**config.mk**
```make
export PLATFORM = sky130hd
export DESIGN_NAME = pcm_rom_cache_flat
export DESIGN_NICKNAME = d
export VERILOG_FILES = /design/src/rtl/pcm_rom_cache_if.sv /design/src/rtl/pcm_rom_cache.sv /design/src/flat_wrapper.sv
export SDC_FILE = /design/constraint.sdc
export NUM_CORES = 1
export LEC_CHECK = 0
export ABC_AREA = 1
export CAP_MARGIN = 30
export CORE_UTILIZATION = 50
export DETAILED_ROUTE_END_ITERATION = 8
export GPL_ROUTABILITY_DRIVEN = 0
export PLACE_DENSITY = 0.65
export SLEW_MARGIN = 10
export SYNTH_ARGS = -nofsm -noshare
export SYNTH_HDL_FRONTEND = slang
export SYNTH_SLANG_ARGS = --single-unit
export TNS_END_PERCENT = 5
```
**constraint.sdc**
```tcl
create_clock -name CLK96 -period 10.85 [get_ports CLK96]
set_input_delay 1.085 -clock CLK96 [delete_from_list [all_inputs] [get_ports CLK96]]
set_output_delay 1.085 -clock CLK96 [all_outputs]
set_load 0.05 [all_outputs]
```
**src/rtl/pcm_rom_cache_if.sv**
```systemverilog
// Request and SDRAM bus between an ADPCM engine, its PCM ROM cache and the SDRAM client.
// The master drives requests and SDRAM returns, and the slave (the cache) answers both sides.
interface pcm_rom_cache_if #(
    parameter int AW = 20
);
    logic          FLUSH;
    logic [AW-1:0] REQ_ADDR;
    logic [7:0]    REQ_DATA;
    logic          REQ_OK;
    logic          SDRAM_CS;
    logic [AW-3:0] SDRAM_ADDR;
    logic [31:0]   SDRAM_DATA;
    logic          SDRAM_OK;

    modport master (
        output FLUSH, REQ_ADDR, SDRAM_DATA, SDRAM_OK,
        input  REQ_DATA, REQ_OK, SDRAM_CS, SDRAM_ADDR
    );

    modport slave (
        input  FLUSH, REQ_ADDR, SDRAM_DATA, SDRAM_OK,
        output REQ_DATA, REQ_OK, SDRAM_CS, SDRAM_ADDR
    );
endinterface

```
**src/rtl/pcm_rom_cache.sv**
```systemverilog
// Direct-mapped 16x32-bit read cache turning byte PCM fetches into word SDRAM reads.
// Hit: REQ_OK 2 edges after an address change; miss: REQ_OK on the SDRAM_OK edge, and SDRAM_CS is held until acknowledged.
module pcm_rom_cache #(
    parameter int AW = 20,
    parameter int LW = 4
) (
    input  logic            CLK96,
    input  logic            RESET96,
    pcm_rom_cache_if.slave  bus
);
    localparam int NL = 1 << LW;
    localparam int TW = AW - 2 - LW;

    typedef enum logic [1:0] {IDLE, LOOKUP, FETCH} state_t;

    state_t        state;
    logic [AW-1:0] a_l;
    logic [NL-1:0] valid;
    logic [NL-1:0] valid_nxt;
    logic          discard;
    logic [7:0]    req_data;
    logic          req_ok;
    logic          sdram_cs;
    logic [AW-3:0] sdram_addr;

    logic [31:0]   line_dat [NL];
    logic [TW-1:0] line_tag [NL];

    logic [LW-1:0] idx;
    logic [TW-1:0] tag;
    logic [LW-1:0] fill_idx;
    logic [TW-1:0] fill_tag;
    logic          hit;
    logic          addr_chg;
    logic          fill;
    logic          own_word;

    function automatic logic [7:0] sel_byte(input logic [31:0] w, input logic [1:0] b);
        return w[{b, 3'b000} +: 8];
    endfunction

    assign idx      = a_l[LW+1:2];
    assign tag      = a_l[AW-1:LW+2];
    assign fill_idx = sdram_addr[LW-1:0];
    assign fill_tag = sdram_addr[AW-3:LW];
    assign hit      = valid[idx] && (line_tag[idx] == tag);
    assign addr_chg = bus.REQ_ADDR != a_l;
    assign fill     = (state == FETCH) && sdram_cs && bus.SDRAM_OK;
    assign own_word = a_l[AW-1:2] == sdram_addr;

    assign bus.REQ_DATA   = req_data;
    assign bus.REQ_OK     = req_ok;
    assign bus.SDRAM_CS   = sdram_cs;
    assign bus.SDRAM_ADDR = sdram_addr;

    // A fill always overwrites its line, so its valid bit follows the discard flag; flush wins over everything.
    always_comb begin
        valid_nxt = valid;
        if (fill)
            valid_nxt[fill_idx] = !discard;
        if (bus.FLUSH)
            valid_nxt = '0;
    end

    always_ff @(posedge CLK96) begin
        if (RESET96) begin
            state      <= LOOKUP;
            a_l        <= '0;
            valid      <= '0;
            discard    <= 1'b0;
            req_data   <= '0;
            req_ok     <= 1'b0;
            sdram_cs   <= 1'b0;
            sdram_addr <= '0;
        end else begin
            valid <= valid_nxt;
            if (addr_chg) begin
                a_l    <= bus.REQ_ADDR;
                req_ok <= 1'b0;
            end
            if (bus.FLUSH)
                req_ok <= 1'b0;

            case (state)
                IDLE: begin
                    if (addr_chg || bus.FLUSH)
                        state <= LOOKUP;
                end
                LOOKUP: begin
                    // A moving address or a flush makes this lookup stale; retry next edge.
                    if (!addr_chg && !bus.FLUSH) begin
                        if (hit) begin
                            req_data <= sel_byte(line_dat[idx], a_l[1:0]);
                            req_ok   <= 1'b1;
                            state    <= IDLE;
                        end else begin
                            sdram_cs   <= 1'b1;
                            sdram_addr <= a_l[AW-1:2];
                            state      <= FETCH;
                        end
                    end
                end
                FETCH: begin
                    if (fill) begin
                        sdram_cs <= 1'b0;
                        discard  <= 1'b0;
                        if (!addr_chg && !bus.FLUSH && !discard && own_word) begin
                            req_data <= sel_byte(bus.SDRAM_DATA, a_l[1:0]);
                            req_ok   <= 1'b1;
                            state    <= IDLE;
                        end else begin
                            state <= LOOKUP;
                        end
                    end else if (bus.FLUSH) begin
                        discard <= 1'b1;
                    end
                end
                default: state <= LOOKUP;
            endcase
        end
    end

    always_ff @(posedge CLK96) begin
        if (fill && !RESET96) begin
            line_dat[fill_idx] <= bus.SDRAM_DATA;
            line_tag[fill_idx] <= fill_tag;
        end
    end
endmodule

```
**src/flat_wrapper.sv**
```systemverilog
// flat-port wrapper written by rule: the top's interface ports become plain ports
module pcm_rom_cache_flat 
#(
    parameter int AW = 20,
    parameter int LW = 4
)
  (CLK96, RESET96, bus_FLUSH, bus_REQ_ADDR, bus_SDRAM_DATA, bus_SDRAM_OK, bus_REQ_DATA, bus_REQ_OK, bus_SDRAM_CS, bus_SDRAM_ADDR);
  pcm_rom_cache_if #(.AW(AW)) bus_i ();
  input  logic CLK96;
  input  logic RESET96;
  input wire logic [$bits(bus_i.FLUSH)-1:0] bus_FLUSH;
  input wire logic [$bits(bus_i.REQ_ADDR)-1:0] bus_REQ_ADDR;
  input wire logic [$bits(bus_i.SDRAM_DATA)-1:0] bus_SDRAM_DATA;
  input wire logic [$bits(bus_i.SDRAM_OK)-1:0] bus_SDRAM_OK;
  output wire logic [$bits(bus_i.REQ_DATA)-1:0] bus_REQ_DATA;
  output wire logic [$bits(bus_i.REQ_OK)-1:0] bus_REQ_OK;
  output wire logic [$bits(bus_i.SDRAM_CS)-1:0] bus_SDRAM_CS;
  output wire logic [$bits(bus_i.SDRAM_ADDR)-1:0] bus_SDRAM_ADDR;
  assign bus_i.FLUSH = bus_FLUSH;
  assign bus_i.REQ_ADDR = bus_REQ_ADDR;
  assign bus_i.SDRAM_DATA = bus_SDRAM_DATA;
  assign bus_i.SDRAM_OK = bus_SDRAM_OK;
  assign bus_REQ_DATA = bus_i.REQ_DATA;
  assign bus_REQ_OK = bus_i.REQ_OK;
  assign bus_SDRAM_CS = bus_i.SDRAM_CS;
  assign bus_SDRAM_ADDR = bus_i.SDRAM_ADDR;
  pcm_rom_cache #(.AW(AW), .LW(LW)) u_core (.CLK96(CLK96), .RESET96(RESET96), .bus(bus_i));
endmodule
```
Word level (Yosys, flattened, before mapping). Memories as Yosys holds them, arrays and structs flattened. A register that Yosys moved wholly into a read port is not among the register bits. Cells that the tools add are included.

Register bits: 67. RAM bits: 736. Bits of input ports: 56. Output and inout port bits: 28. Word-level logic and storage cells: 84. Memories kept: 2.

Order comparisons: 3. Equal/unequal tests: 11. Shift-type cells: 2. Mux-type cells: 35. Bitwise gates (word level): 1. Reductions and logical operators: 22.

Memories: u_core.line_dat (depth 16, width 32, read ports 1, clocked after memory_dff 1, wr ports 1, line pcm_rom_cache.sv:26) `logic [31:0] line_dat [NL];`; u_core.line_tag (depth 16, width 14, read ports 1, clocked after memory_dff 1, wr ports 1, line pcm_rom_cache.sv:27) `logic [TW-1:0] line_tag [NL];`.

Operator list (number): 32-bit by 6-bit indexed part select with 8-bit output (2); 8-bit two-way mux (4); 20-bit inequality test (1); 18-bit equality test (1); 16-bit bitwise mux (1); 1-bit two-way mux (16); 4-bit two-way mux (4); 8-bit case mux with 2 select lines (1); 14-bit equality test (1); 4-bit by 5-bit less-than comparator with 1-bit output (second input constant) (2); 1-bit logical AND (8); 2-bit two-way mux (4); 2-bit by 1-bit inequality test with 1-bit output (second input constant) (4); 2-bit case mux with 3 select lines (1); 3-bit AND reduction (2); 5-bit AND reduction (1); 1-bit binary-select mux with 4-bit select (1); 1-bit demux with 4-bit select (1); 4-bit by 1-bit >= comparator with 1-bit output (second input constant) (1); 1-bit zero test (4); 2-bit inequality test (second input constant) (2); 1-bit case mux with 2 select lines (2); 4-bit AND reduction (1); 2-bit nonzero test (2); 7 further kinds (7).

Longest topological paths before layout.
Depth in word-level cells: 8. Gate-level depth with buffers: 20. Depth with buffers taken out: 18.

Least setup slack after synthesis. OpenSTA, ideal clock, no wires.

Kind: input port to flip-flop. From: in bus_SDRAM_OK. To: mem u_core.line_dat[12][0] (enable). Library setup time: 0.506 ns. Arrival: 4.687 ns. Required time: 10.344 ns. Setup slack: 5.657 ns. Cell stages on the path: 4. Path buffers: 0. Cell sequence: nand3_1 nor3_1 inv_1 nor3_1.

Longest elaborated chain between the ends: 4.

Ends and longest elaborated chain: start: declaration (line flat_wrapper.sv:14) `input wire logic [$bits(bus_i.SDRAM_OK)-1:0] bus_SDRAM_OK;`; 1-bit logical AND (line pcm_rom_cache.sv:48) `assign fill = (state == FETCH) && sdram_cs && bus.SDRAM_OK;`; 1-bit logical AND (line pcm_rom_cache.sv:124) `if (fill && !RESET96) begin`; 1-bit two-way mux (line pcm_rom_cache.sv:124); 1-bit two-way mux (implied by the code) (line pcm_rom_cache.sv:125) `line_dat[fill_idx] <= bus.SDRAM_DATA;`; end: declaration (line pcm_rom_cache.sv:26).

Every way passes these cells.

==> flow_summary.toml <==
[global_route]
grt_pass1_vias = 22300
antenna_found_initial = 5
grt_usage = 0.266
grt_overflow_total = 0
grt_first_pass_wirelength_mm = 135
grt_max_degree = 200

[worst_setup_path]
required_ps = 11420
worstPathCellList = "buf_12 > inv_8 > buf_16 > buf_4 > nand2_1 > nand2_1 > nand2_1 > nand3_1 > nand3_1 > nand2_1 > nand2_1 > nand2_1 > nand3_1 > nor2_4 > nand2_2 > nand2_2 > nand2_1 > nand2_1 > nand2_1 > nor2_1"
cp_max_fo = 109
crit_slowest_cell = "buf_4"
worstSetupPathType = "flip-flop to flip-flop"
cp-end-kind = "flip-flop"
arrival_ps = 4970
start_kind = "flip-flop"
critPathMostFrequentCell = "nand2_1"
max_stage_delay_ps = 730

[sta]
rsz0062_at_grt = "no"
drv_slew = 0
timing.final.hold_violations = 0
fin_setup_tns_ps = 0
finalClockSkew_ps = 30.1
post-route-period-util = 0.406
relSlewSlack = 0.292
tightest_slew_ps = 1060
setup_viol = 0
fmax_ghz = 0.227
fin_crit_ps = 4400
timing.hold.ws_ps = 459

[placement]
portBuffers = 83
dp_hpwl_mm = 45.4

[logic_synthesis]
synthDistinctLibCells = 36
synth_largest_area_cell = "edfxtp_1"
synth_cells = 2947
synth_top_area_frac = 0.663
ys_ff_latch = 807
synth_warnings = 0
ys_top_cells_by_area = "edfxtp_1, nand2_1, nor2_1, dfxtp_1, o21ai_0"
synth_nets = 3006
syn_area_um2 = 33300
seq_area_frac_synth = 0.705
avgSynthCellArea_um2 = 11.3

[floorplan]
die_x_um = 260
initial_utilization = 0.506
rows = 94
fp.dieH_um = 260
dieArea_um2 = 67700
io_pins = 84
core_area_um2 = 65900

[final_layout]
layout-drive-gt1-share = 0.0666
fin_nets = 3040
syn2layout_area_growth_pct = 13.3
fillers = 5354

[clock_network]
clkLatencyLatePin_ps = 640
tritoncts = "yes"
clock_tree.buffer_depth = 3
cts.sinks = 807
postCtsHoldBufs = 0
ctsResizeCount = 0
cts-root-buf = "clkbuf_16"
cts.clk_slew.worst_paths_ps = 70
numCtsBuffers = 83
h-tree-depth = 3
cts_setup_buffers = 0

[run]
maxCapViolCount = 0

[drt]
drc_errors = 0
viasPerCell = 5.83
wl_mm = 89.8
drt-initial-drc-count = 2720
post_drt_wl_per_cell_um = 22.9
vias = 22800
postRouteAntennaNets = 0
firstDrtPassIters = 7

[power]
power_density_nw_per_um2 = 182
vdd_drop_max_mv = 0.204
leakagePower_nw = 13.5

[run_status]
status = "completed"

[min_path]
worst_hold_path_type = "flip-flop to flip-flop"
-- cell type report --
cell class | instances | area [um2] | share of cell area
Sequential cell | 807 | 23500 | 0.623
Multi-Input combinational cell | 1785 | 8380 | 0.222
Clock buffer | 113 | 2330 | 0.0618
Timing Repair Buffer | 126 | 1310 | 0.0348
Tap cell | 864 | 1080 | 0.0286
Inverter | 178 | 684 | 0.0181
Clock inverter | 40 | 432 | 0.0114
Antenna cell | 3 | 7.51 | 0.000199
-- registers in the layout (all words and copies together), names as in the netlist, 2 cells and up, named ones only --
name / flops
u_core.a_l: 20
u_core.bus.REQ_DATA: 8
u_core.bus.SDRAM_ADDR: 18
u_core.line_dat: 512
u_core.line_tag: 224
u_core.state: 2
u_core.valid: 16
-- Yosys cell counts, drive strengths merged --
cell type  number
clkinv          1
buf           104
nor4            2
o31ai           5
o22ai           7
xnor2           7
nor3           16
nand3b          2
or2             8
nand3         263
o211ai         58
o21a            1
a21boi          1
nor2          479
o2111ai         2
o221ai         70
xor2            8
a21oi          50
clkbuf         73
dfxtp          71
ha              3
o21ai         296
edfxtp        736
nand4           8
nand2         499
inv           177
-- critical path, delay by kind of cell, from the launching register on --
kind | cells | cell delay, ps
simple gates | 16 | 1990
flops | 1 | 470
buf+inv | 4 | 1760
-- logic make-up after synthesis --
logic type | count (synthesis) | synth area share
AO/OA/AOI/OAI | 490 | 0.0871
XOR/XNOR | 15 | 0.00394
adder cells (fa/ha/maj) | 3 | 0.00113
buffers and inverters | 355 | 0.0460
flip-flops | 807 | 0.705
AND/OR/NAND/NOR | 1277 | 0.156
-- cells in the final DEF, fill, tap and decap left out, types with 10 or more instances in the layout --
| master | count |
|---|---|
| clkbuf_1 | 20 |
| nor3_2 | 10 |
| clkinv_2 | 18 |
| a21oi_1 | 50 |
| buf_4 | 34 |
| inv_1 | 170 |
| clkinv_1 | 10 |
| edfxtp_1 | 736 |
| dfxtp_1 | 67 |
| o221ai_1 | 70 |
| nand2_1 | 497 |
| o21ai_0 | 273 |
| nand3_1 | 263 |
| nor2_1 | 471 |
| clkbuf_16 | 87 |
| clkdlybuf4s50_1 | 82 |
| o21ai_1 | 23 |
| o211ai_1 | 58 |
-- worst paths after layout --
check	from	endpoint	slack, ps	cells past startpoint
hold / removal	u_core.valid[1]	u_core.valid[1]	460	2
setup / recovery	flip-flop	u_core.bus.REQ_DATA[5]	6450	20
setup reg to reg	flip-flop	u_core.bus.REQ_DATA[5]	6450	20
hold reg to reg	u_core.valid[1]	u_core.valid[1]	460	2
-- per-stage QoR --
stage,util,worst slack [ps],std cells,instance area (um2),power (W)
after floorplan,-,5660,2947,33300,0.00385
after global placement,0.528,6450,3752,34800,0.00403
after detailed placement,0.530,6410,3756,34900,0.00405
after CTS,0.572,6400,3909,37700,0.00690
after global routing,0.573,6030,3916,37800,0.00707
final,0.573,6450,3916,37800,0.00688
-- power by group --
| part | internal [W] | total [W] | switching, W |
|---|---|---|---|
| clock | 0.00170 | 0.00289 | 0.00119 |
| sequential | 0.00340 | 0.00344 | 0.0000417 |
| combinational | 0.000166 | 0.000551 | 0.000385 |
-- per-layer routing --
layer  up-vias  wire [um]  global-route usage
met5         -         23                   0
met3       151       7210              0.0377
met2       996      43200               0.435
li1      10400          -                   -
met1     11300      37300               0.370
met4         4       1990              0.0809
(Power assumes the default switching activity.)
